### config.mk
export PLATFORM = sky130hd
export DESIGN_NAME = pipeline_hazard_controller
export DESIGN_NICKNAME = d
export VERILOG_FILES = /design/src/rtl/pipe_ctrl_pkg.sv /design/src/rtl/hazard_detect.sv /design/src/rtl/pipeline_hazard_controller.sv
export SDC_FILE = /design/constraint.sdc
export NUM_CORES = 1
export LEC_CHECK = 0
export ABC_CLOCK_PERIOD_IN_PS = 2400
export CAP_MARGIN = 20
export CORE_ASPECT_RATIO = 1.4
export CORE_MARGIN = 2
export CORE_UTILIZATION = 30
export DETAILED_ROUTE_END_ITERATION = 10
export PLACE_DENSITY = 0.61
export SLEW_MARGIN = 0
export SYNTH_ARGS = -nofsm -noshare
export SYNTH_HDL_FRONTEND = slang
export SYNTH_SLANG_ARGS = --single-unit
### constraint.sdc
create_clock -name clk -period 2.4 [get_ports clk]
set_input_delay 0.6 -clock clk [delete_from_list [all_inputs] [get_ports clk]]
set_output_delay 0.6 -clock clk [all_outputs]
set_load 0.01 [all_outputs]
### src/rtl/pipe_ctrl_pkg.sv
// Shared definitions for the pipeline hazard controller.
// Holds the memory-wait FSM state encoding and the default register-address
// width used by the controller and its hazard detector.
package pipe_ctrl_pkg;

    localparam int DEF_REG_ADDR_W = 4;

    typedef enum logic [1:0] {
        RUN      = 2'd0,
        MEM_WAIT = 2'd1,
        FAULT    = 2'd2
    } state_t;

endpackage

### src/rtl/hazard_detect.sv
// Combinational RAW hazard detector for the ID stage.
// Ports:
//   id_valid, id_src1, id_src2, id_two_src   : ID stage instruction operands
//   exe_dest, exe_wb_en, exe_mem_read         : EXE stage producer
//   mem_dest, mem_wb_en                       : MEM stage producer
//   fwd_en                                    : forwarding unit enabled
//   hz                                        : stall-worthy hazard present
module hazard_detect
    import pipe_ctrl_pkg::*;
#(
    parameter int REG_ADDR_W = DEF_REG_ADDR_W
) (
    input  logic                  id_valid,
    input  logic [REG_ADDR_W-1:0] id_src1,
    input  logic [REG_ADDR_W-1:0] id_src2,
    input  logic                  id_two_src,
    input  logic [REG_ADDR_W-1:0] exe_dest,
    input  logic                  exe_wb_en,
    input  logic                  exe_mem_read,
    input  logic [REG_ADDR_W-1:0] mem_dest,
    input  logic                  mem_wb_en,
    input  logic                  fwd_en,
    output logic                  hz
);

    logic match1;
    logic match2;
    logic load_use1;
    logic load_use2;
    logic hz_nofwd;
    logic hz_fwd;

    assign match1    = (exe_wb_en && (id_src1 == exe_dest)) || (mem_wb_en && (id_src1 == mem_dest));
    assign match2    = (exe_wb_en && (id_src2 == exe_dest)) || (mem_wb_en && (id_src2 == mem_dest));
    assign load_use1 = (id_src1 == exe_dest);
    assign load_use2 = (id_src2 == exe_dest);

    assign hz_nofwd = match1 || (id_two_src && match2);
    // With forwarding, only a load in EXE cannot be bypassed in time.
    assign hz_fwd   = exe_mem_read && exe_wb_en && (load_use1 || (id_two_src && load_use2));

    assign hz = id_valid && (fwd_en ? hz_fwd : hz_nofwd);

endmodule

### src/rtl/pipeline_hazard_controller.sv
// Central stall/flush sequencer for the 5-stage pipeline.
// Ports:
//   clk, rst (async, active-low)
//   id_*, exe_*, mem_*, fwd_en  : hazard detection inputs
//   exe_branch                  : taken branch resolved in EXE
//   mem_req, mem_ready          : data memory handshake
//   perf_clr                    : synchronous clear of stall_cycles
//   freeze_if/id/exe/mem        : stage register holds
//   flush_if_id, flush_id_exe   : stage register clears
//   mem_timeout                 : sticky memory watchdog fault
//   stall_cycles                : saturating count of freeze_if cycles
//
// state    | meaning
// RUN      | normal flow, no outstanding memory wait
// MEM_WAIT | memory access stalled, watchdog counting
// FAULT    | watchdog expired; pipeline frozen until reset
module pipeline_hazard_controller
    import pipe_ctrl_pkg::*;
#(
    parameter int REG_ADDR_W  = DEF_REG_ADDR_W,
    parameter int MEM_TIMEOUT = 64,
    parameter int CNT_W       = 16
) (
    input  logic                  clk,
    input  logic                  rst,
    input  logic                  id_valid,
    input  logic [REG_ADDR_W-1:0] id_src1,
    input  logic [REG_ADDR_W-1:0] id_src2,
    input  logic                  id_two_src,
    input  logic [REG_ADDR_W-1:0] exe_dest,
    input  logic                  exe_wb_en,
    input  logic                  exe_mem_read,
    input  logic [REG_ADDR_W-1:0] mem_dest,
    input  logic                  mem_wb_en,
    input  logic                  fwd_en,
    input  logic                  exe_branch,
    input  logic                  mem_req,
    input  logic                  mem_ready,
    input  logic                  perf_clr,
    output logic                  freeze_if,
    output logic                  freeze_id,
    output logic                  freeze_exe,
    output logic                  freeze_mem,
    output logic                  flush_if_id,
    output logic                  flush_id_exe,
    output logic                  mem_timeout,
    output logic [CNT_W-1:0]      stall_cycles
);

    localparam int TW = $clog2(MEM_TIMEOUT);
    localparam logic [TW-1:0]    WAIT_LAST = TW'(MEM_TIMEOUT - 1);
    localparam logic [CNT_W-1:0] CNT_MAX   = '1;

    state_t        state;
    state_t        state_nxt;
    logic [TW-1:0] wait_cnt;
    logic [TW-1:0] wait_cnt_nxt;
    logic          hz;
    logic          mem_stall;

    hazard_detect #(.REG_ADDR_W(REG_ADDR_W)) u_hazard_detect (
        .id_valid     (id_valid),
        .id_src1      (id_src1),
        .id_src2      (id_src2),
        .id_two_src   (id_two_src),
        .exe_dest     (exe_dest),
        .exe_wb_en    (exe_wb_en),
        .exe_mem_read (exe_mem_read),
        .mem_dest     (mem_dest),
        .mem_wb_en    (mem_wb_en),
        .fwd_en       (fwd_en),
        .hz           (hz)
    );

    assign mem_stall = mem_req && !mem_ready;

    always_ff @(posedge clk or negedge rst) begin
        if (!rst) begin
            state    <= RUN;
            wait_cnt <= '0;
        end else begin
            state    <= state_nxt;
            wait_cnt <= wait_cnt_nxt;
        end
    end

    always_comb begin
        state_nxt    = state;
        wait_cnt_nxt = wait_cnt;
        case (state)
            RUN: begin
                wait_cnt_nxt = '0;
                if (mem_stall) state_nxt = MEM_WAIT;
            end
            MEM_WAIT: begin
                if (mem_ready) begin
                    state_nxt    = RUN;
                    wait_cnt_nxt = '0;
                end else if (wait_cnt == WAIT_LAST) begin
                    // Count parks at its last value if mem_req drops without ready.
                    if (mem_stall) state_nxt = FAULT;
                end else begin
                    wait_cnt_nxt = wait_cnt + TW'(1);
                end
            end
            FAULT:   state_nxt = FAULT;
            default: state_nxt = RUN;
        endcase
    end

    // Outputs are gated by rst so they fall the moment reset asserts,
    // even while the combinational hazard/memory inputs are still active.
    always_comb begin
        freeze_if    = 1'b0;
        freeze_id    = 1'b0;
        freeze_exe   = 1'b0;
        freeze_mem   = 1'b0;
        flush_if_id  = 1'b0;
        flush_id_exe = 1'b0;
        if (!rst) begin
            freeze_if = 1'b0;
        end else if ((state == FAULT) || mem_stall) begin
            freeze_if  = 1'b1;
            freeze_id  = 1'b1;
            freeze_exe = 1'b1;
            freeze_mem = 1'b1;
        end else if (exe_branch) begin
            flush_if_id  = 1'b1;
            flush_id_exe = 1'b1;
        end else if (hz) begin
            freeze_if    = 1'b1;
            flush_id_exe = 1'b1;
        end
    end

    assign mem_timeout = rst && (state == FAULT);

    always_ff @(posedge clk or negedge rst) begin
        if (!rst) begin
            stall_cycles <= '0;
        end else if (perf_clr) begin
            stall_cycles <= '0;
        end else if (freeze_if && (stall_cycles != CNT_MAX)) begin
            stall_cycles <= stall_cycles + CNT_W'(1);
        end
    end

endmodule

==> results of run 1 <==
routing by layer:
| layer | global-route usage (%) | wire (um) | vias to the layer above |
|---|---|---|---|
| li1 | - | - | 811 |
| met1 | 16.21 | 1912 | 762 |
| met2 | 27.00 | 2417 | 36 |
| met3 | 1.374 | 141 | 4 |
| met4 | 4.248 | 55 | 0 |
| met5 | 0 | 0 | - |
registers in the layout (all words and copies together) (netlist names):
name	count
stall_cycles	16
state	2
wait_cnt	6
worst register-to-register path: cells and delay by family (launching register included):
kind	cells	cell delay, ns
AO/OA/AOI/OAI	2	0.56
buffers and inverters	2	0.35
flip-flops	1	0.42
multiplexers	1	0.33
AND/OR/NAND/NOR	2	0.33
power groups by stage:
stage	logic, mW	registers [mW]	clock network, mW
after floorplan	0.0772	0.423	0
after global placement	0.184	0.424	0
after detailed placement	0.186	0.424	0
after CTS	0.195	0.416	0.238
after global routing	0.242	0.417	0.262
final	0.225	0.416	0.226
cell usage after synthesis (all sizes together), types with 2 or more instances:
library cell	n	area, um2
mux2	13	146.4
a211oi	11	112.6
a211o	3	26.28
a2111oi	2	55.05
a21oi	4	20.02
nand2b	3	18.77
nand2	12	45.04
nand4	8	50.05
inv	11	41.29
clkbuf	3	11.26
buf	6	46.29
nor2	28	105.1
o311ai	2	17.52
o21ai	3	15.01
xor2	5	43.79
ha	2	25.02
xnor2	16	140.1
nor2b	12	75.07
nand3	7	40.04
nand3b	2	15.01
and3	3	18.77
dfrtp	24	600.6
per-stage QoR:
step	std cells	utilization, %	area (um2)
2_1_floorplan	192	-	1780
3_3_place_gp	323	42.58	2461
3_5_place_dp	323	42.58	2461
4_1_cts	329	45.32	2620
5_1_grt	330	47.01	2718
6_report	330	47.01	2718
path summary, 6_finish.rpt:
kind | from | end | depth (start not counted)
worst max-delay path | mem_dest[0] | flush_id_exe | 9
worst min-delay path | rst | state[0]$_DFFE_PN0P_ | 2
worst max register to register | state[0]$_DFFE_PN0P_ | stall_cycles[9]$_DFFE_PN0P_ | 7
worst min register to register | wait_cnt[4]$_DFFE_PN0P_ | wait_cnt[4]$_DFFE_PN0P_ | 2
max in group asynchronous | rst | wait_cnt[2]$_DFFE_PN0P_ | 2
min in group clk | wait_cnt[4]$_DFFE_PN0P_ | wait_cnt[4]$_DFFE_PN0P_ | 2
layout make-up:
| cell class | count | area (um2) |
|---|---|---|
| Tap cell | 70 | 87.58 |
| Multi-Input combinational cell | 148 | 1297 |
| Inverter | 11 | 41.29 |
| Timing Repair Buffer | 74 | 649.4 |
| Fill cell | 563 | 3063 |
| Clock buffer | 3 | 41.29 |
| Sequential cell | 24 | 600.6 |
kinds of logic (layout without fill, tap and decap cells):
kind of cell | after synthesis | count (layout)
mux | 13 | 13
fa+ha+maj | 2 | 2
flops | 24 | 24
buf+inv | 20 | 88
simple gates | 78 | 78
xor+xnor | 21 | 21
compound gates | 34 | 34
timing repair:
action	CTS	global route
setup endpoints to repair	20	8
buffers inserted	3	2
pin swaps	15	22
resized for setup	71	67
==> impl_metrics.json, run 1 <==
{
  "status": "finished clean",
  "synth-adder-area-share_pct": 1.405,
  "finalSetupViolations": 0,
  "slowest_stage": "o32ai_4",
  "max_cap_viol_count": 0,
  "synthesis.nets": 222,
  "dr.first_iter.drc_count": 20,
  "holdBufCountCts": 0,
  "drt-total-wl_um": 4527,
  "critPathArrivalTime_ns": 1.80,
  "slew_headroom_pct": 54.58,
  "finalCritPeriodShare_pct": 99.89,
  "layout_commonest_cell": "nor2_1",
  "post-place-ws_ns": -0.8683,
  "cp.required_ns": 1.80,
  "pwr-share-clk_pct": 26.1,
  "yosys_most_used_dff": "dfrtp_1",
  "internal_power_mw": 0.6433,
  "worst_pin_slew_ns": 0.6781,
  "start_util_pct": 30.80,
  "root_buffer": "clkbuf_8",
  "die_x_um": 69.11,
  "fp.dieArea_um2": 6576,
  "swShare_pct": 25.82,
  "tns_ns": 0,
  "synth_cell_type_count": 39,
  "clock_latency_ns": 0.26,
  "dp_hpwl_um": 3362,
  "critPathLaunchType": "primary input",
  "final_cell_mix": "nor2_1 (27), dfrtp_1 (24), buf_4 (22)",
  "path_max_fanout": 2,
  "vdd_ir_drop_max_mv": 0.2699,
  "synth_top_family_by_area": "simple AND/OR/NAND/NOR gates",
  "finClkSkew_ns": 0.002550,
  "min_period_ns": 2.397,
  "wire_per_inst_um": 13.72,
  "area_growth_pct": 52.64,
  "powerDensity_nw_per_um2": 319.1,
  "end_kind": "output port",
  "grt_usage_pct": 13.98,
  "avgSynthCellArea_um2": 9.273,
  "switchingPower_mw": 0.2239,
  "cts_htree_levels": 1,
  "layout_setup_ws_ns": 0.002687,
  "path_clk_slew_ns": 0.08,
  "slew_viol_final": 0,
  "drt_pass1_iterations": 4,
  "fmax_mhz": 417.1,
  "grt_pass1_wl_um": 7445,
  "synth_compound_area_share_pct": 19.04,
  "hold_viol_final": 0,
  "drcViolationCount": 0,
  "antenna_found_initial": 0,
  "synth_edf_count": 0,
  "rows": 33,
  "cts_buffer_depth": 2,
  "synthCells": 192,
  "ys_ff_latch": 24,
  "rsz0062_at_grt": "true",
  "setup.worst_path.class": "primary input to output port",
  "combPwrFrac_pct": 25.9,
  "synthArstFlopShare_pct": 100.0,
  "pwr-share-seq_pct": 48.0,
  "synthMuxAreaShare_pct": 8.222,
  "cts_tree": "yes",
  "ys_seq_area_share_pct": 33.73,
  "r2r_slack_ns": 0.30,
  "grt_max_degree": 30,
  "routed_via_density": 4.888,
  "yosysWarnings": 0,
  "antenna_cells": 0,
  "io_buffers": 50,
  "finalNetCount": 292,
  "cts_sinks": 24,
  "path_delay_family": "buffers and inverters",
  "first_global_vias": 1648,
  "final_antenna_net_count": 0,
  "place.gp.congestion": 0.8495,
  "synth-xor-area-share_pct": 10.33,
  "dieHeight_um": 95.16,
  "cts_made_buffers": 3,
  "synthSimpleGateAreaFrac_pct": 21.71,
  "pin_count": 51,
  "drive_above_1_share_pct": 34.62,
  "hold_ws_ns": 0.4826,
  "netlist_area_um2": 1780,
  "finalPower_mw": 0.8672,
  "p_leak_nw": 1.140,
  "vias": 1613,
  "crit_chain": "buf_6, buf_4, xnor2_2, nand4_1, o32ai_4, nor2_4, nor2b_1, o211a_1, buf_2",
  "fp.coreArea_um2": 5781,
  "overflow": 0,
  "crit_buf_inv": 3,
  "worstHoldPathType": "primary input to async pin",
  "cp_slowest_stage_delay_ns": 0.19
}
(Power assumes the default switching activity.)
==> run 2: changes to the inputs <==
--- a/config.mk
+++ b/config.mk
@@ -10,8 +10,10 @@
 export CORE_ASPECT_RATIO = 1.4
 export CORE_MARGIN = 2
 export CORE_UTILIZATION = 30
+export CTS_CLUSTER_SIZE = 10
 export DETAILED_ROUTE_END_ITERATION = 10
 export PLACE_DENSITY = 0.61
+export SKIP_LAST_GASP = 1
 export SLEW_MARGIN = 0
 export SYNTH_ARGS = -nofsm -noshare
 export SYNTH_HDL_FRONTEND = slang
==> impl_metrics.json, run 2 (synthesis results as in run 1) <==
{
  "seq_area_um2": 600.6,
  "path_max_fanout": 2,
  "max_cap_viol_count": 0,
  "pwr-share-clk_pct": 26.5,
  "r2r_slack_ns": 0.30,
  "dieHeight_um": 95.16,
  "reg2regPathDepth": 7,
  "switchingPower_mw": 0.2186,
  "largest_reg_flops": 16,
  "fillers": 576,
  "antenna_found_initial": 0,
  "slew_viol_final": 0,
  "setup.worst_path.class": "primary input to output port",
  "fmax_mhz": 416.7,
  "dpl_cell_area_um2": 2461,
  "overflow": 0,
  "pin_count": 51,
  "slew_headroom_pct": 55.01,
  "cts_htree_levels": 1,
  "drt-total-wl_um": 4525,
  "area_growth_pct": 49.54,
  "tns_ns": 0,
  "drive_above_1_share_pct": 33.72,
  "holdBufCountCts": 0,
  "cts_tree": "yes",
  "min_period_ns": 2.400,
  "fp.dieArea_um2": 6576,
  "dr.first_iter.drc_count": 29,
  "grt_usage_pct": 13.98,
  "routed_via_density": 4.897,
  "cp_slowest_stage_delay_ns": 0.33,
  "vias": 1621,
  "start_util_pct": 30.80,
  "final_antenna_net_count": 0,
  "crit_buf_inv": 2,
  "crit_chain": "buf_6, xnor2_2, nand3_2, o32ai_4, nor2_4, nor2b_1, o211a_1, buf_2",
  "final_cell_area_um2": 2663,
  "grt_pass1_wl_um": 7452,
  "path_depth": 8,
  "finClkSkew_ns": 0.002544,
  "die_x_um": 69.11,
  "rsz0062_at_grt": "true",
  "path_clk_slew_ns": 0.08,
  "finalNetCount": 293,
  "r2r-end": "stall_cycles[9]$_DFFE_PN0P_",
  "combPwrFrac_pct": 24.7,
  "drcViolationCount": 0,
  "worstHoldPathType": "primary input to async pin",
  "largestRegisters": "stall_cycles x16, wait_cnt x6, state x2",
  "pwr-share-seq_pct": 48.8,
  "top_register": "stall_cycles",
  "critPathLaunchType": "primary input",
  "cp.required_ns": 1.80,
  "fp.coreArea_um2": 5781,
  "multi_input_area_um2": 1241,
  "r2r_start": "state[0]$_DFFE_PN0P_",
  "layout_commonest_cell": "nor2_1",
  "internal_power_mw": 0.6344,
  "clock_latency_ns": 0.26,
  "cts_made_buffers": 3,
  "critPathArrivalTime_ns": 1.80,
  "end_kind": "output port",
  "finalSetupViolations": 0,
  "root_buffer": "clkbuf_8",
  "p_leak_nw": 1.122,
  "wire_per_inst_um": 13.67,
  "powerDensity_nw_per_um2": 320.4,
  "rows": 33,
  "first_global_vias": 1648,
  "antenna_cells": 0,
  "drt_pass1_iterations": 4,
  "cts_buffer_depth": 2,
  "status": "finished clean",
  "grt_max_degree": 30,
  "swShare_pct": 25.63,
  "vdd_ir_drop_max_mv": 0.2701,
  "cts_sinks": 24,
  "place.gp.congestion": 0.8495,
  "io_buffers": 50,
  "worst_pin_slew_ns": 0.6717,
  "hold_viol_final": 0,
  "path_delay_family": "compound AO/OA/AOI/OAI gates",
  "final_cell_mix": "nor2_1 (27), dfrtp_1 (24), clkdlybuf4s50_1 (22)",
  "dp_hpwl_um": 3362,
  "slowest_stage": "o32ai_4",
  "finalCritPeriodShare_pct": 100.0
}
[run 2: cell types whose count changed in the layout (fill, tap and decap cells not counted), sizes merged]
cell,before,now
clkbuf,13,16
clkdlybuf4s50,21,22
buf,35,33
clkdlybuf4s15,2,1
[run 2: final cells by class]
cell class,instances,share of cell area [%]
Clock buffer,3,1.551
Inverter,11,1.551
Multi-Input combinational cell,148,46.62
Sequential cell,24,22.56
Tap cell,70,3.289
Timing Repair Buffer,75,24.44
[run 2: power groups by stage]
stage	Sequential, mW	Clock, mW	Combinational, mW
after global routing	0.417	0.262	0.228
after CTS	0.416	0.238	0.193
after detailed placement	0.424	0	0.186
after floorplan	0.423	0	0.0772
after global placement	0.424	0	0.184
final	0.416	0.226	0.210
[run 2: what timing repair did]
action | CTS | global route
buffers inserted | 3 | 2
pin swaps | 15 | 21
gates resized for setup | 60 | 65
setup endpoints to repair | 20 | 12
[run 2: metrics by stage]
step	setup WS, ns	cells	total power [mW]	util [%]	hold WS (ns)
2_1_floorplan	0.1802	192	0.5005	-	0.3044
3_3_place_gp	-0.8631	323	0.6075	42.58	0.5170
3_5_place_dp	-0.8683	323	0.6102	42.58	0.5330
4_1_cts	-0.1496	329	0.8468	45.11	0.4912
5_1_grt	-0.07688	331	0.9075	46.06	0.5049
6_report	0.0001150	331	0.8530	46.06	0.4792
[run 2: worst register-to-register path: cells and delay by family, from the launching register on]
kind / cells / cell delay, ns
muxes: 1 / 0.33
DFF: 1 / 0.42
and+or+nand+nor: 2 / 0.33
buffers and inverters: 2 / 0.35
AOI/OAI and AO/OA: 2 / 0.56
[run 2: how the worst max path moves through the flow]
stage	from	to	slack (ns)
2_1_floorplan	mem_dest[3]	freeze_if	0.18
3_3_place_gp	id_src2[0]	flush_id_exe	-0.86
3_5_place_dp	id_src2[0]	flush_id_exe	-0.87
4_1_cts	mem_dest[1]	flush_id_exe	-0.15
5_1_grt	id_src1[0]	flush_id_exe	-0.08
6_report	mem_dest[0]	flush_id_exe	0.0001
[run 2: routing by layer]
layer  GRT usage (%)  share of wire, %
met1           16.19                43
met5               0                 0
met3           1.374               2.5
met4           3.431              0.60
met2           27.40                54
==> run 3: changes to the inputs <==
--- a/config.mk
+++ b/config.mk
@@ -5,14 +5,14 @@
 export SDC_FILE = /design/constraint.sdc
 export NUM_CORES = 1
 export LEC_CHECK = 0
-export ABC_CLOCK_PERIOD_IN_PS = 2400
+export ABC_CLOCK_PERIOD_IN_PS = 2120
 export CAP_MARGIN = 20
 export CORE_ASPECT_RATIO = 1.4
 export CORE_MARGIN = 2
 export CORE_UTILIZATION = 30
 export CTS_CLUSTER_SIZE = 10
 export DETAILED_ROUTE_END_ITERATION = 10
-export PLACE_DENSITY = 0.61
+export PLACE_DENSITY = 0.63
 export SKIP_LAST_GASP = 1
 export SLEW_MARGIN = 0
 export SYNTH_ARGS = -nofsm -noshare
==> constraint.sdc (replaced) <==
create_clock -name clk -period 2.12 [get_ports clk]
set_input_delay 0.53 -clock clk [delete_from_list [all_inputs] [get_ports clk]]
set_output_delay 0.53 -clock clk [all_outputs]
set_load 0.01 [all_outputs]
==> impl_metrics.json, run 3 (synthesis results as in run 1) <==
{
  "cts_tree": "yes",
  "layout_setup_ws_ns": -0.1526,
  "cp.required_ns": 1.59,
  "antenna_cells": 0,
  "critPathArrivalTime_ns": 1.74,
  "antenna_found_initial": 0,
  "max_cap_viol_count": 0,
  "end_kind": "output port",
  "crit_chain": "buf_6, buf_6, xnor2_4, o2111ai_4, o22ai_4, nor2_4, nor2b_1, o211a_1, buf_2",
  "hold_viol_final": 0,
  "clock_latency_ns": 0.26,
  "root_buffer": "clkbuf_8",
  "largest_reg_flops": 16,
  "wire_per_inst_um": 14.00,
  "min_period_ns": 2.273,
  "overflow": 0,
  "slew_headroom_pct": 75.77,
  "p_leak_nw": 1.220,
  "vdd_ir_drop_max_mv": 0.4131,
  "first_global_vias": 1745,
  "finClkSkew_ns": 0.005191,
  "pin_count": 51,
  "slew_viol_final": 0,
  "grt_max_degree": 28,
  "rsz0062_at_grt": "true",
  "drive_above_1_share_pct": 41.30,
  "tns_ns": -1.220,
  "holdBufCountCts": 0,
  "fp.dieArea_um2": 6576,
  "place.gp.congestion": 0.8141,
  "cp_common_cell": "buf_6",
  "routed_via_density": 4.882,
  "grt_usage_pct": 15.18,
  "worst_pin_slew_ns": 0.3589,
  "cp_slowest_stage_delay_ns": 0.22,
  "drt-total-wl_um": 4845,
  "fp.coreArea_um2": 5781,
  "finalSetupViolations": 15,
  "cts_htree_levels": 1,
  "worstHoldPathType": "primary input to async pin",
  "final_antenna_net_count": 0,
  "cts_buffer_depth": 2,
  "dieHeight_um": 95.16,
  "layout_commonest_cell": "buf_4",
  "dp_hpwl_um": 3466,
  "vias": 1689,
  "powerDensity_nw_per_um2": 358.6,
  "hold_ws_ns": 0.3631,
  "dr.first_iter.drc_count": 40,
  "violations": "negative setup slack",
  "post-place-ws_ns": -1.021,
  "path_clk_slew_ns": 0.08,
  "largestRegisters": "stall_cycles x16, wait_cnt x6, state x2",
  "finalNetCount": 307,
  "area_growth_pct": 62.47,
  "setup.worst_path.class": "primary input to output port",
  "io_buffers": 50,
  "drcViolationCount": 0,
  "grt_pass1_wl_um": 8155,
  "rows": 33,
  "path_max_fanout": 2,
  "die_x_um": 69.11,
  "drt_pass1_iterations": 4,
  "final_cell_mix": "buf_4 (28), nor2_1 (27), dfrtp_1 (24)",
  "top_register": "stall_cycles",
  "cts_sinks": 24,
  "status": "finished, violations left",
  "critPathLaunchType": "primary input",
  "finalCritPeriodShare_pct": 107.2,
  "start_util_pct": 30.80,
  "slowest_stage": "o22ai_4",
  "fmax_mhz": 440.0,
  "cts_made_buffers": 3
}
[run 3: cell count changes in the layout (fill, tap and decap cells not counted), sizes merged]
cell / change
buf: +28
clkbuf: -11
clkdlybuf4s15: +1
clkdlybuf4s50: -1
dlygate4sd2: -1
dlymetal6s2s: -1
[run 3: critical path: cells and delay by family]
family / cells / cell delay (ns)
AOI/OAI and AO/OA: 3 / 0.51
xor gates and xnor gates: 1 / 0.18
buffers and inverters: 3 / 0.34
and+or+nand+nor: 2 / 0.17
[run 3: path summary, 6_finish.rpt]
check | slack (ns) | end | cells past startpoint | start
min in group clk | 0.54 | wait_cnt[4]$_DFFE_PN0P_ | 2 | wait_cnt[4]$_DFFE_PN0P_
worst min-delay path | 0.36 | wait_cnt[0]$_DFFE_PN0P_ | 2 | rst
worst max-delay path | -0.15 | flush_id_exe | 9 | id_src2[1]
worst max register to register | 0.11 | stall_cycles[15]$_DFFE_PN0P_ | 7 | stall_cycles[5]$_DFFE_PN0P_
worst min register to register | 0.54 | wait_cnt[4]$_DFFE_PN0P_ | 2 | wait_cnt[4]$_DFFE_PN0P_
max in group asynchronous | 1.47 | stall_cycles[2]$_DFFE_PN0P_ | 2 | rst
[run 3: repair_timing]
item                                    4_1_cts  5_1_grt
setup buffers                                 4        4
pin swaps                                    29       17
resized for setup                           140       15
gates cloned                                  1        0
endpoints found under the setup margin       23       21
[run 3: power by group]
group          total [mW]  switching [mW]  internal [mW]  leakage [nW]
clock               0.304           0.139          0.165        0.0288
combinational       0.264           0.125          0.138         0.858
sequential          0.469         0.00606          0.463         0.333
total                1.04           0.270          0.767          1.22
[run 3: layout make-up]
class,instances,area (um2)
fill,567,2888
multi-input combinational,148,1326
timing repair buffer,89,782.0
sequential,24,600.6
tap,70,87.58
clock buffer,4,55.05
inverter,11,41.29
[run 3: metal layers]
metal	vias up	global-route usage (%)	part of all wire (%)
met2	39	29.57	55
li1	842	-	-
met5	-	0	0
met4	0	4.902	1.8
met3	6	1.586	3.3
met1	802	17.22	40
[run 3: per-stage QoR]
stage                     cell area [um2]  utilization [%]  cells  power, mW
after floorplan                      1780                -    192     0.5666
after global placement               2556            44.22    334     0.6897
after detailed placement             2556            44.22    334     0.6915
after CTS                            2826            48.90    342      1.030
after global routing                 2893            50.04    346      1.096
final                                2893            50.04    346      1.037
